## config.mk

```make
export PLATFORM = sky130hd
export DESIGN_NAME = qspi_flash_ctrl
export DESIGN_NICKNAME = d
export VERILOG_FILES = /design/src/rtl/qspi_flash_pkg.sv /design/src/rtl/qspi_sck_gen.sv /design/src/rtl/qspi_flash_ctrl.sv
export SDC_FILE = /design/constraint.sdc
export NUM_CORES = 1
export LEC_CHECK = 0
export CORE_ASPECT_RATIO = 0.8
export CORE_UTILIZATION = 56
export CTS_CLUSTER_SIZE = 24
export DETAILED_ROUTE_END_ITERATION = 6
export GPL_TIMING_DRIVEN = 0
export PLACE_DENSITY_LB_ADDON = 0.15
export SLEW_MARGIN = 15
export SYNTH_ARGS = -nofsm -noshare
export SYNTH_HDL_FRONTEND = slang
export SYNTH_HIERARCHICAL = 1
export SYNTH_SLANG_ARGS = --single-unit
```

## constraint.sdc

```tcl
create_clock -name aclk -period 5.51 [get_ports aclk]
set_input_delay 1.102 -clock aclk [delete_from_list [all_inputs] [get_ports aclk]]
set_output_delay 1.102 -clock aclk [all_outputs]
set_load 0.01 [all_outputs]
```

## src/rtl/qspi_flash_pkg.sv

```systemverilog
// Shared types and constants for the quad-SPI line-fill controller.
// Holds the FSM encoding, the fast-read command bytes and the phase lengths.
package qspi_flash_pkg;

  typedef enum logic [2:0] {
    ST_IDLE,
    ST_CMD,
    ST_ADDR,
    ST_MODE,
    ST_DUMMY,
    ST_DATA,
    ST_CSHI
  } qspi_state_e;

  localparam logic [7:0] CMD_QUAD_IO_READ = 8'hEB;
  localparam logic [7:0] MODE_BYTE        = 8'h00;
  localparam int         ADDR_NIBBLES     = 6;
  localparam int         CMD_BITS         = 8;
  localparam int         MODE_NIBBLES     = 2;

  // Bit offset of data nibble j inside a little-endian word, high nibble of each byte first.
  function automatic logic [4:0] nib_pos(input logic [2:0] j);
    return {j[1 +: 2], ~j[0], 2'b00};
  endfunction

endpackage

```

## src/rtl/qspi_sck_gen.sv

```systemverilog
// SPI mode-0 clock divider; strobes flag the aclk cycle at whose end sck rises or falls.
// Zero latency from enable; disabled means sck low and divider cleared.
module qspi_sck_gen #(
  parameter int CLK_DIV = 1
) (
  input  logic clk,
  input  logic rst_n,
  input  logic en,
  output logic sck,
  output logic rise_stb,
  output logic fall_stb
);

  localparam logic [7:0] DIV_LAST = 8'(CLK_DIV - 1);

  logic [7:0] cnt;
  logic       tick;

  assign tick     = en && (cnt == DIV_LAST);
  assign rise_stb = tick && !sck;
  assign fall_stb = tick && sck;

  always_ff @(posedge clk or negedge rst_n) begin
    if (!rst_n) begin
      cnt <= 8'd0;
      sck <= 1'b0;
    end else if (!en) begin
      cnt <= 8'd0;
      sck <= 1'b0;
    end else if (tick) begin
      cnt <= 8'd0;
      sck <= ~sck;
    end else begin
      cnt <= cnt + 8'd1;
    end
  end

endmodule

```

## src/rtl/qspi_flash_ctrl.sv

```systemverilog
// Quad I/O fast-read (0xEB) line-fill sequencer; one request in flight, rready only in IDLE.
// Returns WORDS little-endian words as single-cycle dval pulses, then holds cs_n high CS_HIGH_MIN cycles.
module qspi_flash_ctrl
  import qspi_flash_pkg::*;
#(
  parameter int CLK_DIV      = 1,
  parameter int DUMMY_CYCLES = 4,
  parameter int WORDS        = 4,
  parameter int CS_HIGH_MIN  = 2
) (
  input  logic        aclk,
  input  logic        aresetn,
  input  logic [23:0] qspi_addr,
  input  logic        qspi_read_en,
  output logic        qspi_rready,
  output logic [31:0] qspi_dout,
  output logic        qspi_dval,
  output logic        flash_sck,
  output logic        flash_cs_n,
  output logic [3:0]  flash_io_o,
  output logic [3:0]  flash_io_oe,
  input  logic [3:0]  flash_io_i
);

  localparam int             WCW        = $clog2(WORDS) + 1;
  localparam logic [WCW-1:0] WORDS_W    = WCW'(WORDS);
  localparam logic [5:0]     CMD_LAST   = 6'(CMD_BITS - 1);
  localparam logic [5:0]     ADDR_LAST  = 6'(ADDR_NIBBLES - 1);
  localparam logic [5:0]     MODE_LAST  = 6'(MODE_NIBBLES - 1);
  localparam logic [5:0]     DUMMY_LAST = (DUMMY_CYCLES == 0) ? 6'd0 : 6'(DUMMY_CYCLES - 1);
  localparam logic [5:0]     CSHI_LAST  = (CS_HIGH_MIN == 0) ? 6'd0 : 6'(CS_HIGH_MIN - 1);

  qspi_state_e    state, state_nxt;
  logic [5:0]     bit_cnt;
  logic [WCW-1:0] word_cnt;
  logic [23:0]    addr_q;
  logic [31:0]    rx, rx_nxt;
  logic           sck_en, rise_stb, fall_stb;

  qspi_sck_gen #(.CLK_DIV(CLK_DIV)) u_sck (
    .clk      (aclk),
    .rst_n    (aresetn),
    .en       (sck_en),
    .sck      (flash_sck),
    .rise_stb (rise_stb),
    .fall_stb (fall_stb)
  );

  always_ff @(posedge aclk or negedge aresetn) begin
    if (!aresetn) state <= ST_IDLE;
    else          state <= state_nxt;
  end

  // Serial phases advance only on a fall boundary, so each new bit is launched as sck drops.
  always_comb begin
    state_nxt = state;
    case (state)
      ST_IDLE:  if (qspi_read_en) state_nxt = ST_CMD;
      ST_CMD:   if (fall_stb && bit_cnt == CMD_LAST) state_nxt = ST_ADDR;
      ST_ADDR:  if (fall_stb && bit_cnt == ADDR_LAST) state_nxt = ST_MODE;
      ST_MODE:  if (fall_stb && bit_cnt == MODE_LAST)
                  state_nxt = (DUMMY_CYCLES == 0) ? ST_DATA : ST_DUMMY;
      ST_DUMMY: if (fall_stb && bit_cnt == DUMMY_LAST) state_nxt = ST_DATA;
      ST_DATA:  if (fall_stb && bit_cnt == 6'd7 && word_cnt == WORDS_W) state_nxt = ST_CSHI;
      ST_CSHI:  if (bit_cnt == CSHI_LAST) state_nxt = ST_IDLE;
      default:  state_nxt = ST_IDLE;
    endcase
  end

  always_comb begin
    qspi_rready = (state == ST_IDLE);
    sck_en      = 1'b0;
    flash_io_oe = 4'h0;
    flash_io_o  = 4'h0;
    case (state)
      ST_CMD: begin
        sck_en      = 1'b1;
        flash_io_oe = 4'b0001;
        flash_io_o  = {3'b000, CMD_QUAD_IO_READ[~bit_cnt[2:0]]};
      end
      ST_ADDR: begin
        sck_en      = 1'b1;
        flash_io_oe = 4'hF;
        case (bit_cnt[2:0])
          3'd0:    flash_io_o = addr_q[23:20];
          3'd1:    flash_io_o = addr_q[19:16];
          3'd2:    flash_io_o = addr_q[15:12];
          3'd3:    flash_io_o = addr_q[11:8];
          3'd4:    flash_io_o = addr_q[7:4];
          3'd5:    flash_io_o = addr_q[3:0];
          default: flash_io_o = 4'h0;
        endcase
      end
      ST_MODE: begin
        sck_en      = 1'b1;
        flash_io_oe = 4'hF;
        flash_io_o  = bit_cnt[0] ? MODE_BYTE[3:0] : MODE_BYTE[7:4];
      end
      ST_DUMMY, ST_DATA: sck_en = 1'b1;
      default: ;
    endcase
    flash_cs_n = !sck_en;
  end

  always_comb begin
    rx_nxt = rx;
    rx_nxt[nib_pos(bit_cnt[2:0]) +: 4] = flash_io_i;
  end

  // In DATA the bit counter wraps per word so bit_cnt[2:0] is the nibble index within the word.
  always_ff @(posedge aclk or negedge aresetn) begin
    if (!aresetn) begin
      bit_cnt   <= 6'd0;
      word_cnt  <= '0;
      addr_q    <= 24'd0;
      rx        <= 32'd0;
      qspi_dout <= 32'd0;
      qspi_dval <= 1'b0;
    end else begin
      qspi_dval <= 1'b0;
      if (state == ST_IDLE && qspi_read_en) addr_q <= qspi_addr;
      if (state == ST_DATA && rise_stb) begin
        rx <= rx_nxt;
        if (bit_cnt[2:0] == 3'd7) begin
          qspi_dout <= rx_nxt;
          qspi_dval <= 1'b1;
          word_cnt  <= word_cnt + WCW'(1);
        end
      end
      if (state_nxt != state) begin
        bit_cnt  <= 6'd0;
        word_cnt <= '0;
      end else if (state == ST_CSHI) begin
        bit_cnt <= bit_cnt + 6'd1;
      end else if (fall_stb) begin
        bit_cnt <= (state == ST_DATA && bit_cnt == 6'd7) ? 6'd0 : bit_cnt + 6'd1;
      end
    end
  end

endmodule

```

==> key figures <==
Outcome
  • Status: finished, violations left
  • Failing checks: DRC

Worst setup path
  • Reg2Reg Depth: 13
  • Critical-path maximum fanout: 10
  • CP endpoint kind: primary output
  • Setup CP Type: reg2out
  • Critical Path AT: approximately 2.8 ns
  • Required time worst endpoint: around 4.4 ns
  • CP Launch Type: register

Place
  • Port buffer count: 74
  • Post-DP Area: 6260 um2
  • Post-DP HPWL: 8.19 mm
  • Inst Count DP: 650
  • Routability cong.: around 0.91

Detailed routing
  • Drt drc: 14
  • Initial DRC Count: 324
  • Number of iterations in the first detailed-routing pass: 7
  • Routed WL: 11.8 mm
  • Via/cell ratio: 5.80
  • Antenna Nets Post-Route: 0
  • Avg WL per Cell: roughly 18 um
  • Routed via count: roughly 3900

Yosys
  • Synth Net Count: 503
  • Distinct cells, synth: 53
  • Post-synth ARST share: 100%
  • Yosys warns: 6
  • Count leader, synth: dfrtp_1
  • Top post-synthesis cells by area: dfrtp_1 (51%), mux2_2 (11%), mux2i_1 (6.2%)
  • Syn avg cell area: approximately 12 um2
  • Post-synth top area share: roughly 50%
  • Commonest cells post-synth: dfrtp_1 (110), mux2_2 (54), a21oi_1 (46)
  • Syn Inst Count: 460
  • Number of synthesized register bits: between 100 and 150
  • Synthesized area: approximately 5400 um2
  • Synth Flop Type: dfrtp_1
  • Seq/Total Area, Yosys: approximately half
  • Post-synth EDFFs: 0
  • Area leader, netlist: dfrtp_1

Floorplanning
  • Die Y: 89.4 um
  • Initial Utilization: 58.5%
  • Width of the chip: 111 um
  • CORE AREA: 9150 um2
  • Std cell rows: 31
  • Die Area: 9950 um2
  • Num ports: 75

Cells and area
  • Post-Layout Inst Area: 6590 um2
  • Layout cells sized above 1: 20.7%
  • Layout Cells excl Fill: 666
  • Ant. Diodes: 0
  • Synth-to-layout area growth: 23.1%
  • Fin nets: 589

GRT
  • GRT overflow: 0
  • Total Routing Usage GR: roughly 25%
  • Vias in the first global route: 3719
  • First-pass GRT wire length: 19.5 mm
  • Initial antenna violation count: 0
  • Largest net degree at the start of global routing: 89

STA
  • Max-slew headroom: 57.6%
  • Hold Vio Cnt, Final: 0
  • Slew Limit Fails: 0
  • Unrepaired setup endpoints after global routing: no
  • Setup TNS: 0 ns
  • Fin crit period: 3.93 ns
  • Number of setup violations in the final report: 0
  • Worst Hold Slack: 0.501 ns
  • Max Clk Rate: 0.254 GHz
  • Slew @ Worst Pin: approximately 0.63 ns
  • Worst Clk Skew: approximately 0.0068 ns
  • Final period util: 71.4%

Run
  • Max-cap violations: 0

CTS
  • Post_cts resized: 0
  • Hold Buf Count CTS: 0
  • Reg clk slew, reported paths: 0.07 ns
  • CTS buffer count: 9
  • CTS max path bufs: 2
  • # H-tree levels: 3
  • CTS tree: built
  • Clock root cell: clkbuf_16
  • Setup bufs post-CTS: 0
  • # clock sinks: between 100 and 150
  • Later-pin clock latency in the skew report: 0.35 ns

Power
  • Pwr dens: roughly 240 nW/um2
  • Maximum VDD drop: 0.000159 V
  • Leak Pwr: between 2 and 3 nW

Min path
  • Worst Hold Depth: 1
  • HP Class: reg2reg
## layout make-up
class	count	area, um2
multi-input combinational	307	2360
inverter	14	52.6
clock buffer	13	280
timing repair buffer	75	769
buffer	29	184
sequential	110	2750
clock inverter	3	40.0
fill	676	2570
tap	115	144
## worst max-delay path, cell delays in order, from the launching register on
cell	delay [ns]
dfrtp_1	0.38
buf_4	0.18
buf_2	0.25
inv_1	0.13
ha_1	0.20
buf_2	0.19
a222oi_1	0.32
a31oi_1	0.14
a31o_2	0.23
clkdlybuf4s50_1	0.47
## report_power, final
part	internal [mW]	switching (mW)
Clock	0.401	0.282
Sequential	0.825	0.00952
Combinational	0.0391	0.0375
Total	1.26	0.329
## sequential cells by signal, summed over array words and instances, names as in the netlist
| name | count |
|---|---|
| u_sck/sck | 1 |
| u_sck/cnt | 8 |
| rx | 32 |
| bit_cnt | 6 |
| word_cnt | 3 |
| addr_q | 24 |
| state | 3 |
| qspi_dval | 1 |
| qspi_dout | 32 |
## cell usage in the layout, fill, tap and decap left out, types with 5 or more instances in the layout
cell type / Yosys / final
nor2_1: 45 / 45
or3_1: 5 / 5
dfrtp_1: 110 / 110
clkdlybuf4s50_1: 0 / 73
clkbuf_1: 7 / 7
a31oi_1: 8 / 8
a21oi_1: 46 / 46
xor2_1: 5 / 5
mux2_2: 54 / 54
buf_2: 12 / 12
mux2i_1: 33 / 33
o21ai_0: 7 / 7
buf_6: 6 / 7
nand2_1: 19 / 19
ha_1: 12 / 12
clkbuf_16: 0 / 9
inv_1: 14 / 14
nand3_1: 10 / 10
## metrics by stage
stage / setup slack [ns] / util (%) / power [mW]
6_report: 1.58 / 71.9 / 1.59
5_1_grt: 1.32 / 71.9 / 1.64
4_1_cts: 1.54 / 71.9 / 1.60
3_5_place_dp: 1.93 / 68.4 / 0.927
3_3_place_gp: -0.754 / 68.1 / 0.921
2_1_floorplan: 2.69 / - / 0.873
## logic make-up after synthesis
kind of cell	share of synthesized area, %
muxes	19.1
buffers and inverters	4.42
DFF	51.4
xor gates and xnor gates	1.15
adders and majority gates	2.81
AOI/OAI and AO/OA	8.44
and+or+nand+nor	12.7
## worst paths after layout
kind	from	to	slack [ns]
max	bit_cnt[2]$_DFFE_PN0P_	flash_io_o[0]	1.58
min	addr_q[19]$_DFFE_PN0P_	addr_q[19]$_DFFE_PN0P_	0.50
max reg2reg	state[2]$_DFF_PN0_	qspi_dout[12]$_DFFE_PN0P_	2.03
min reg2reg	addr_q[19]$_DFFE_PN0P_	addr_q[19]$_DFFE_PN0P_	0.50
max in group asynchronous	aresetn	rx[9]$_DFFE_PN0P_	4.22
min in group asynchronous	aresetn	addr_q[5]$_DFFE_PN0P_	0.60
## layer usage
layer,wire (um),part of all wire [%],GRT usage (%)
met1,5550,47,35.4
met2,5420,46,40.3
met3,686,5.8,6.03
met4,164,1.4,7.25
met5,0,0,0
No activity file was read; power rests on OpenSTA's default activity.
